$ cat src/rtl/fp32_to_q15_arbiter.sv
// fp32_to_q15_arbiter: round-robin share of one fp32->Q16.48 converter among NUM_REQ valid/ready requesters, registered id+result response
module fp32_to_q15 (
  input  logic [31:0] f,
  output logic [63:0] q
);
  logic [7:0] e;
  logic [63:0] m, mag;
  always_comb begin
    e = f[30:23];
    m = {40'd0, 1'b1, f[22:0]};
    mag = e >= 8'd102 ? m << (e - 8'd102) : m >> (8'd102 - e);
    q = e == 8'd0 ? 64'd0 : e >= 8'd142 ? (f[31] ? 64'h8000000000000001 : 64'h7FFFFFFFFFFFFFFF) : f[31] ? -mag : mag;
  end
endmodule

module fp32_to_q15_arbiter #(
  parameter int NUM_REQ = 4,
  localparam int ID_W = $clog2(NUM_REQ)
) (
  input  logic                 clk,
  input  logic                 reset,
  input  logic [NUM_REQ-1:0]   req_valid,
  input  logic [NUM_REQ*32-1:0] req_data,
  output logic [NUM_REQ-1:0]   req_ready,
  output logic                 rsp_valid,
  input  logic                 rsp_ready,
  output logic [ID_W-1:0]      rsp_id,
  output logic [63:0]          rsp_data,
  output logic [31:0]          conv_count
);
  logic [ID_W-1:0] ptr, g;
  logic [ID_W:0] s;
  logic found, can_accept, hs;
  logic [31:0] gnt_data;
  logic [63:0] conv_q;
  always_comb begin
    found = 1'b0;
    g = '0;
    s = '0;
    for (int k = 0; k < NUM_REQ; k++) begin
      s = {1'b0, ptr} + (ID_W+1)'(k);
      if (s >= (ID_W+1)'(NUM_REQ)) s = s - (ID_W+1)'(NUM_REQ);
      if (!found && req_valid[s[ID_W-1:0]]) begin
        found = 1'b1;
        g = s[ID_W-1:0];
      end
    end
    can_accept = !rsp_valid || rsp_ready;
    req_ready = (found && can_accept && !reset) ? NUM_REQ'(1) << g : '0;
    hs = |(req_valid & req_ready);
    gnt_data = req_data[32*g +: 32];
  end
  fp32_to_q15 u_conv (.f(gnt_data), .q(conv_q));
  always_ff @(posedge clk) begin
    if (reset) begin
      rsp_valid <= 1'b0;
      rsp_id <= '0;
      rsp_data <= '0;
      conv_count <= '0;
      ptr <= '0;
    end else if (hs) begin
      rsp_valid <= 1'b1;
      rsp_id <= g;
      rsp_data <= conv_q;
      conv_count <= conv_count + 32'd1;
      ptr <= g == ID_W'(NUM_REQ-1) ? '0 : g + 1'b1;
    end else if (rsp_ready) begin
      rsp_valid <= 1'b0;
    end
  end
endmodule

$ cat config.mk
export PLATFORM = sky130hd
export DESIGN_NAME = fp32_to_q15_arbiter
export DESIGN_NICKNAME = d
export VERILOG_FILES = /design/src/rtl/fp32_to_q15_arbiter.sv
export SDC_FILE = /design/constraint.sdc
export NUM_CORES = 1
export LEC_CHECK = 0
export ABC_AREA = 1
export CAP_MARGIN = 20
export CORE_AREA = 5 5 152 154
export CTS_CLUSTER_DIAMETER = 120
export CTS_CLUSTER_SIZE = 14
export DETAILED_ROUTE_END_ITERATION = 6
export DIE_AREA = 0 0 157 159
export HOLD_SLACK_MARGIN = 0.15
export PLACE_DENSITY = 0.84
export SYNTH_ARGS = -nofsm -noshare
export SYNTH_HDL_FRONTEND = slang
export SYNTH_SLANG_ARGS = --single-unit
$ cat constraint.sdc
create_clock -name clk -period 7.7 [get_ports clk]
set_input_delay 0.77 -clock clk [delete_from_list [all_inputs] [get_ports clk]]
set_output_delay 0.77 -clock clk [all_outputs]
set_load 0.05 [all_outputs]
==> results of run 1 <==
## tightest hold or removal path: stages, from the launching register on
cell     delay [ns]
dfxtp_1        0.31
nand2_1        0.06
a21oi_1        0.05
## worst min-delay path by stage
stage / from / endpoint / slack, ns / depth (start not counted)
floorplan: ptr[1] / ptr[1] / 0.54 / 2
global placement: conv_count[31] / conv_count[31] / 0.45 / 2
detailed placement: rsp_data[41] / rsp_data[41] / 0.46 / 2
CTS: rsp_data[41] / rsp_data[41] / 0.47 / 2
global route: rsp_data[55] / rsp_data[55] / 0.48 / 2
finish: rsp_data[55] / rsp_data[55] / 0.47 / 2
## routing by layer
layer	wire length, um	vias up
li1	-	7804
met3	5370	217
met2	22600	1108
met1	19000	7358
met4	2650	0
met5	0	-
## cell usage after synthesis, types with 22 or more instances
library cell,n,area (um^2)
o21ai_1,27,135
buf_2,51,255
nand2_1,754,2830
inv_2,38,143
clkbuf_1,38,143
dfxtp_1,101,2020
o21ai_0,83,415
nor2_1,155,582
inv_1,133,499
nand4_1,96,601
nand3_2,22,220
nand2_2,38,238
nor2_2,23,144
nor3_1,27,135
a21oi_1,142,711
nand3_1,374,1870
## cells by family after synthesis
family                     Yosys count  synth area share
and+or+nand+nor                   1532             0.573
buffers and inverters              305             0.112
AOI/OAI and AO/OA                  299             0.134
xor gates and xnor gates             9           0.00702
adders and majority gates           10            0.0102
DFF                                101             0.164
## cell type report
class	count	area, um^2	share of cell area
Timing Repair Buffer	260	2540	0.171
Multi-Input combinational cell	1850	8940	0.603
Inverter	175	666	0.0449
Clock inverter	7	80.1	0.00540
Sequential cell	101	2020	0.136
Tap cell	280	350	0.0236
Clock buffer	9	225	0.0152
## sequential cells by signal, indices dropped and copies added, names as in the netlist
register and flops:
rsp_valid 1, ptr 2, conv_count 32, rsp_data 64, rsp_id 2
## stage by stage
step,hold WS [ns],std cells,util
2_1_floorplan,0.540,2256,-
3_3_place_gp,0.447,2666,0.674
3_5_place_dp,0.456,2666,0.674
4_1_cts,0.467,2682,0.688
5_1_grt,0.481,2682,0.688
6_report,0.465,2682,0.688
==> results.md, run 1 <==
CTS:
- In this run the clock root is driven by a clkbuf_16.
- The post-CTS setup repair buffer count is 0.
- The number of resized instances in the post-cts repair step is 0.
- For this design, the sink count on the clock tree is between 100 and 150.
- The number of levels in the clock H-tree is 3.
- The latest clock arrival within the worst-skew pair is roughly 0.36 ns.
- The TritonCTS buffer count is 9.
- TritonCTS built the clock tree.
- After clock tree synthesis, the flow added hold-fix buffers numbering 0.
- The clock passes through at most 2 buffers.
- The CTS clock-pin slew for the worst setup and hold paths is 0.09 ns.

Worst setup path:
- The highest-delay cell along the critical path is inv_1.
- The critical path capture point is rsp_data[63].
- The worst setup path category is input port to flip-flop.
- The worst-case reg-to-reg path depth is 31.
- The worst setup path is launched from an input port.
- At the worst endpoint, the arrival time is 6.72 ns.
- The kind of cell with the highest combined delay on the critical path is simple AND/OR/NAND/NOR gates.
- The endpoint identified for the worst register-to-register timing path is rsp_data[63].
- The startpoint identified for the worst register-to-register timing path is ptr[0].
- Across all register-to-register paths, the minimum setup slack is approximately 1.4 ns.
- On the worst path, the slowest cell contributes a delay of ~0.73 ns.
- The kind of end point of the critical path is a flip-flop.
- The launching element of the worst setup path is req_valid[1].
- The sum of buffers and inverters on the critical path is 8.
- The critical path runs through a total of 33 cells.
- In this run the worst path has a maximum fanout of 33.
- The library cell appearing most often on the critical path is nand2_1.
- The data required time of the critical path is between 7 and 8 ns.

Routing:
- The number of routed nets with antenna violations is 0.
- The final layout contains routed wiring with a total length of ~50 mm.
- The per-cell via count in the routed design is around 6.1.
- In the routed design, unresolved DRC markers number 0.
- The number of detailed-routing iterations run before antenna repair is 6.
- Summing over every cut layer, the via total after detailed routing is 16500.
- The final routed wire length divided by cell count is around 18 um.
- The starting DRC count in detailed routing is 2475.

STA:
- The fmax is roughly 150 MHz.
- The total of endpoints with negative setup slack in the final report is 0.
- In the finished design, the share of the clock period the worst path needs comes to 0.845.
- The max-slew violation count came to 0.
- The normalized max-slew margin is 0.368.
- The largest clock skew in the final design is ~0.011 ns.
- Setup repair after global routing left no endpoint under its margin.
- After layout, the minimum clock period comes to 6.51 ns.
- The slew of the pin with the lowest slew margin is about 0.95 ns.
- The total negative slack is 0 ns.
- The final count of hold timing violations was 0.
- The final worst slack is 1.19 ns.

Synthesis:
- The number of storage elements in the synthesis netlist is 101.
- The share of synthesized area occupied by flip-flops and latches is 0.164.
- Among all flip-flop cells after synthesis, the most frequent one is dfxtp_1.
- The synthesized design contains 0 enable-type register cells.
- Counting flops with an async set or reset pin after synthesis yields a share of 0.
- The number of warning messages in the yosys log is 0.
- The synthesized area is 12300 um^2.
- The gate count of the mapped netlist is roughly 2300.
- Averaged over all synthesized cells, the footprint is 5.45 um^2.
- The synthesized net count is 2401.
- The distinct cell type count after synthesis is between 50 and 60.

Global route:
- For met1 alone, demand over resource in global routing was 0.482.
- For this run the aggregate overflow at the end of global routing stands at 0.
- The first global-routing pass estimated 77.0 mm of wire.
- The largest net degree at the start of global routing is 79.
- The number of antenna violations at the first check in global routing is 0.
- In the global route stage, overall resource usage came out at 0.375.
- The global routing's busiest layer is met2.
- The global routing met3 resource utilization is 0.0712.
- The number of global-route vias before repair is between 10000 and 15000.
- For this run, global-route usage on met2 was measured as 0.606.

Placed design:
- Timing analysis after detailed placement gives a worst setup slack of 1.06 ns.
- Buffers placed on the I/O ports in this run total around 240.
- The instance area after placement is between 10000 and 15000 um^2.
- The weighted congestion at the end of routability-driven global placement is roughly 1.1.
- The total half-perimeter wirelength after legalization and detailed placement is 37.7 mm.

Floorplanning:
- The core footprint is between 20000 and 25000 um^2.
- The initial utilization of the core area, before any placement, comes to 0.570.
- The floorplan step set the die width to approximately 160 um.
- The overall die area is around 25000 um^2.
- The height of the die is roughly 160 um.
- The number of top-level pins is between 200 and 250.
- The number of rows created at floorplan is between 50 and 60.

Layout:
- After the last flow step, the layout net total stands at around 2500.
- Of the cells placed in the final design, the portion with a size suffix greater than 1 is 0.0833.
- The final design area excluding fillers is around 15000 um^2.
- The library cells used most frequently in the layout, excluding fill and tap cells, are nand2_1, nand3_1, clkdlybuf4s50_1.
- The area growth from synthesis to layout is 20.6%.
- The most common library cell in the layout ignoring fill and taps is nand2_1.
- The final-layout fill cell count is approximately 2000.
- The repair_antennas step left the layout with diodes totalling 0.

Min path:
- The type of the most critical hold path is flip-flop to flip-flop.

Flow run:
- Max-cap violations in this run came to 0.

Run status:
- The flow ran to the end, and the final reports show no timing, DRC or antenna violations.
Power of run 1 is left out: the tool's default activity adds up to more than one toggle a clock period on the data nets, which glitch-free logic cannot reach.
==> run 2, diff against run 1 <==
Settings changed: CORE_AREA 5 5 152 154 to 5 5 165 167, DIE_AREA 0 0 157 159 to 0 0 170 172, PLACE_DENSITY 0.84 to 0.75.
Clock period 7.7 ns to 5.9 ns, I/O delays scaled along.
==> run 2 against run 1 <==
Utilization down 9.2 points. First-iteration DRC count decreased by 17%. Global-route usage decreased by 5.5 points. Routed wire length shrank 0.80%. Hold slack worse by 0.0013 ns. Clock skew increased by 0.0017 ns. Largest cell class unchanged.
==> results.md, run 2 (same netlist as run 1, synthesis figures left out) <==
Floorplanning:
- The floorplan step set the die height to around 170 um.
- The core region is between 20000 and 30000 um^2.
- The overall die width is ~170 um.
- The initialized floorplan defines around 60 standard-cell rows.
- The overall die area is 29200 um^2.
- The number of top-level pins is 238.
- The initial core utilization is 0.480.

Worst setup path:
- The library cell appearing most often on the critical path is nand2_1.
- The data required time of the critical path is about 6.1 ns.
- For this design, the slowest cell found on the critical path is clkdlybuf4s50_1.
- The startpoint type of the worst setup path is an input port.
- The critical path in this run is classified as input port to flip-flop.
- The largest single stage delay on the critical path is around 0.45 ns.
- The highest fanout seen on the critical path is 21.
- The setup check on the worst reg-to-reg path leaves a slack of 0.52 ns.
- The kind of end point of the critical path is a flip-flop.
- Data arrives at the worst endpoint at 5.65 ns.

CTS:
- The number of hold buffers added after CTS was 0.
- The buffer type at the clock tree root is clkbuf_16.
- The CTS tree is done.
- The TritonCTS buffer count is 9.
- The largest buffer count on any clock path is 2.
- The number of levels in the clock H-tree is 3.
- After clock tree synthesis, the clock-pin slew on the worst setup and hold paths is 0.07 ns.
- The number of sinks driven by the clock tree is approximately 100.
- The clock reaches the later pin of the worst-skew pair after ~0.35 ns.

Routing:
- In the routed design, unresolved DRC markers number 0.
- The starting DRC count in detailed routing is approximately 2000.
- Once detail routing completed, the nets flagged for antenna violations numbered 0.
- The number of detailed-routing iterations run before antenna repair is 6.
- The detailed router placed around 16000 vias in this run.
- Using the TritonRoute via totals, the vias-per-cell ratio works out to 5.75.
- The final routed wire length divided by cell count is 17.7 um.
- The final layout contains routed wiring with a total length of ~49 mm.

Run status:
- The run finished with clean final reports.

Layout:
- The top cell types in the final layout, fill and taps aside, are nand2_1, nand3_1, clkdlybuf4s50_1.
- At the end of the flow the core is filled with cells to 0.596.
- The number of flip-flops under the largest register name is 64.
- The largest registers in the layout are rsp_data: 64 flops, conv_count: 32 flops.
- The register with the most flip-flops in the final layout is rsp_data.
- The count of nets after finishing is ~2600.
- The number of antenna repair diodes is 0.
- From synthesis to final layout, the design area changed by 24.1%.
- Counting the fill cells in the layout gives about 2600.
- Leaving out fill and tap cells, the most frequent cell in the layout is nand2_1.
- In the final layout, the share of cells above drive strength 1 is 0.0977.

Global route:
- The total global-route track usage is 0.320.
- The sum of overflow across all layers after global routing is 0.
- The largest net degree at the start of global routing is 78.
- The number of global-route vias before repair came to 14600.
- The first-pass GRT wire length is approximately 76 mm.
- The number of antenna violations at the first check in global routing is 0.

Placed design:
- The weighted congestion at the end of routability-driven global placement is roughly 1.0.
- The total half-perimeter wirelength after legalization and detailed placement is 38.9 mm.
- The number of I/O port buffers is around 240.

STA:
- At the pin with the least slew margin, the transition time is 0.849 ns.
- The shortest clock period the worst path allows after layout is roughly 5.5 ns.
- The final count of hold timing violations is 0.
- The max-slew violation count came to 0.
- The share of the cycle needed by the critical path after routing is 0.925.
- The largest clock skew in the final design is 0.0129 ns.
- The normalized max-slew margin is 0.434.
- The total of endpoints with negative setup slack in the final report is 0.
- The fmax is about 180 MHz.

Min path:
- The path class of the tightest hold or removal check is flip-flop to flip-flop.

Flow run:
- The tool flagged a number of max-cap violations equal to 0.
## run 2: timing repair
| item | 4_1_cts | 5_1_grt |
|---|---|---|
| hold endpoints to repair | 0 | 0 |
| resized for setup | 0 | 17 |
| endpoints found under the setup margin | 0 | 48 |
| setup buffers | 0 | 7 |
## run 2: final timing paths
kind,from,to,cells after the start
max,req_valid[3],rsp_data[28],36
min,rsp_data[2],rsp_data[2],2
max reg2reg,ptr[0],rsp_data[28],36
min reg2reg,rsp_data[2],rsp_data[2],2
## run 2: area by class of cell
type / instances / area [um^2] / share of cell area
well taps: 335 / 419 / 0.0275
flip-flops and latches: 101 / 2020 / 0.133
repair inverters: 1 / 5.00 / 0.000328
inverters: 175 / 676 / 0.0443
clock buffers: 10 / 229 / 0.0150
repair buffers: 294 / 2860 / 0.188
clock inverters: 6 / 80.1 / 0.00525
multi-input cells: 1850 / 8960 / 0.588
## run 2: through the flow
stage               setup slack [ns]  TNS, ns  std cells  cell area, um^2  hold WS, ns
global placement               0.136        0       2748            14800        0.453
global route                 -0.0195  -0.0339       2772            15300        0.481
floorplan                      0.654        0       2256            12300        0.540
CTS                            0.361        0       2764            15100        0.467
finish                         0.443        0       2772            15300        0.464
detailed placement            0.0246        0       2748            14800        0.456
## run 2: routing by layer
metal	routed length, um	vias up	GRT usage
met3	4020	101	0.0645
met2	22500	705	0.530
met1	21000	7265	0.420
met5	0	-	0
met4	1650	0	0.106
li1	-	7873	-
## run 2: critical path: cells and delay by family
kind / cells / cell delay, ns
XOR/XNOR: 1 / 0.21
adder cells (fa/ha/maj): 2 / 0.45
AND/OR/NAND/NOR: 23 / 2.95
buffers and inverters: 7 / 1.06
AO/OA/AOI/OAI: 3 / 0.36
Power of run 2 is left out for the same reason.
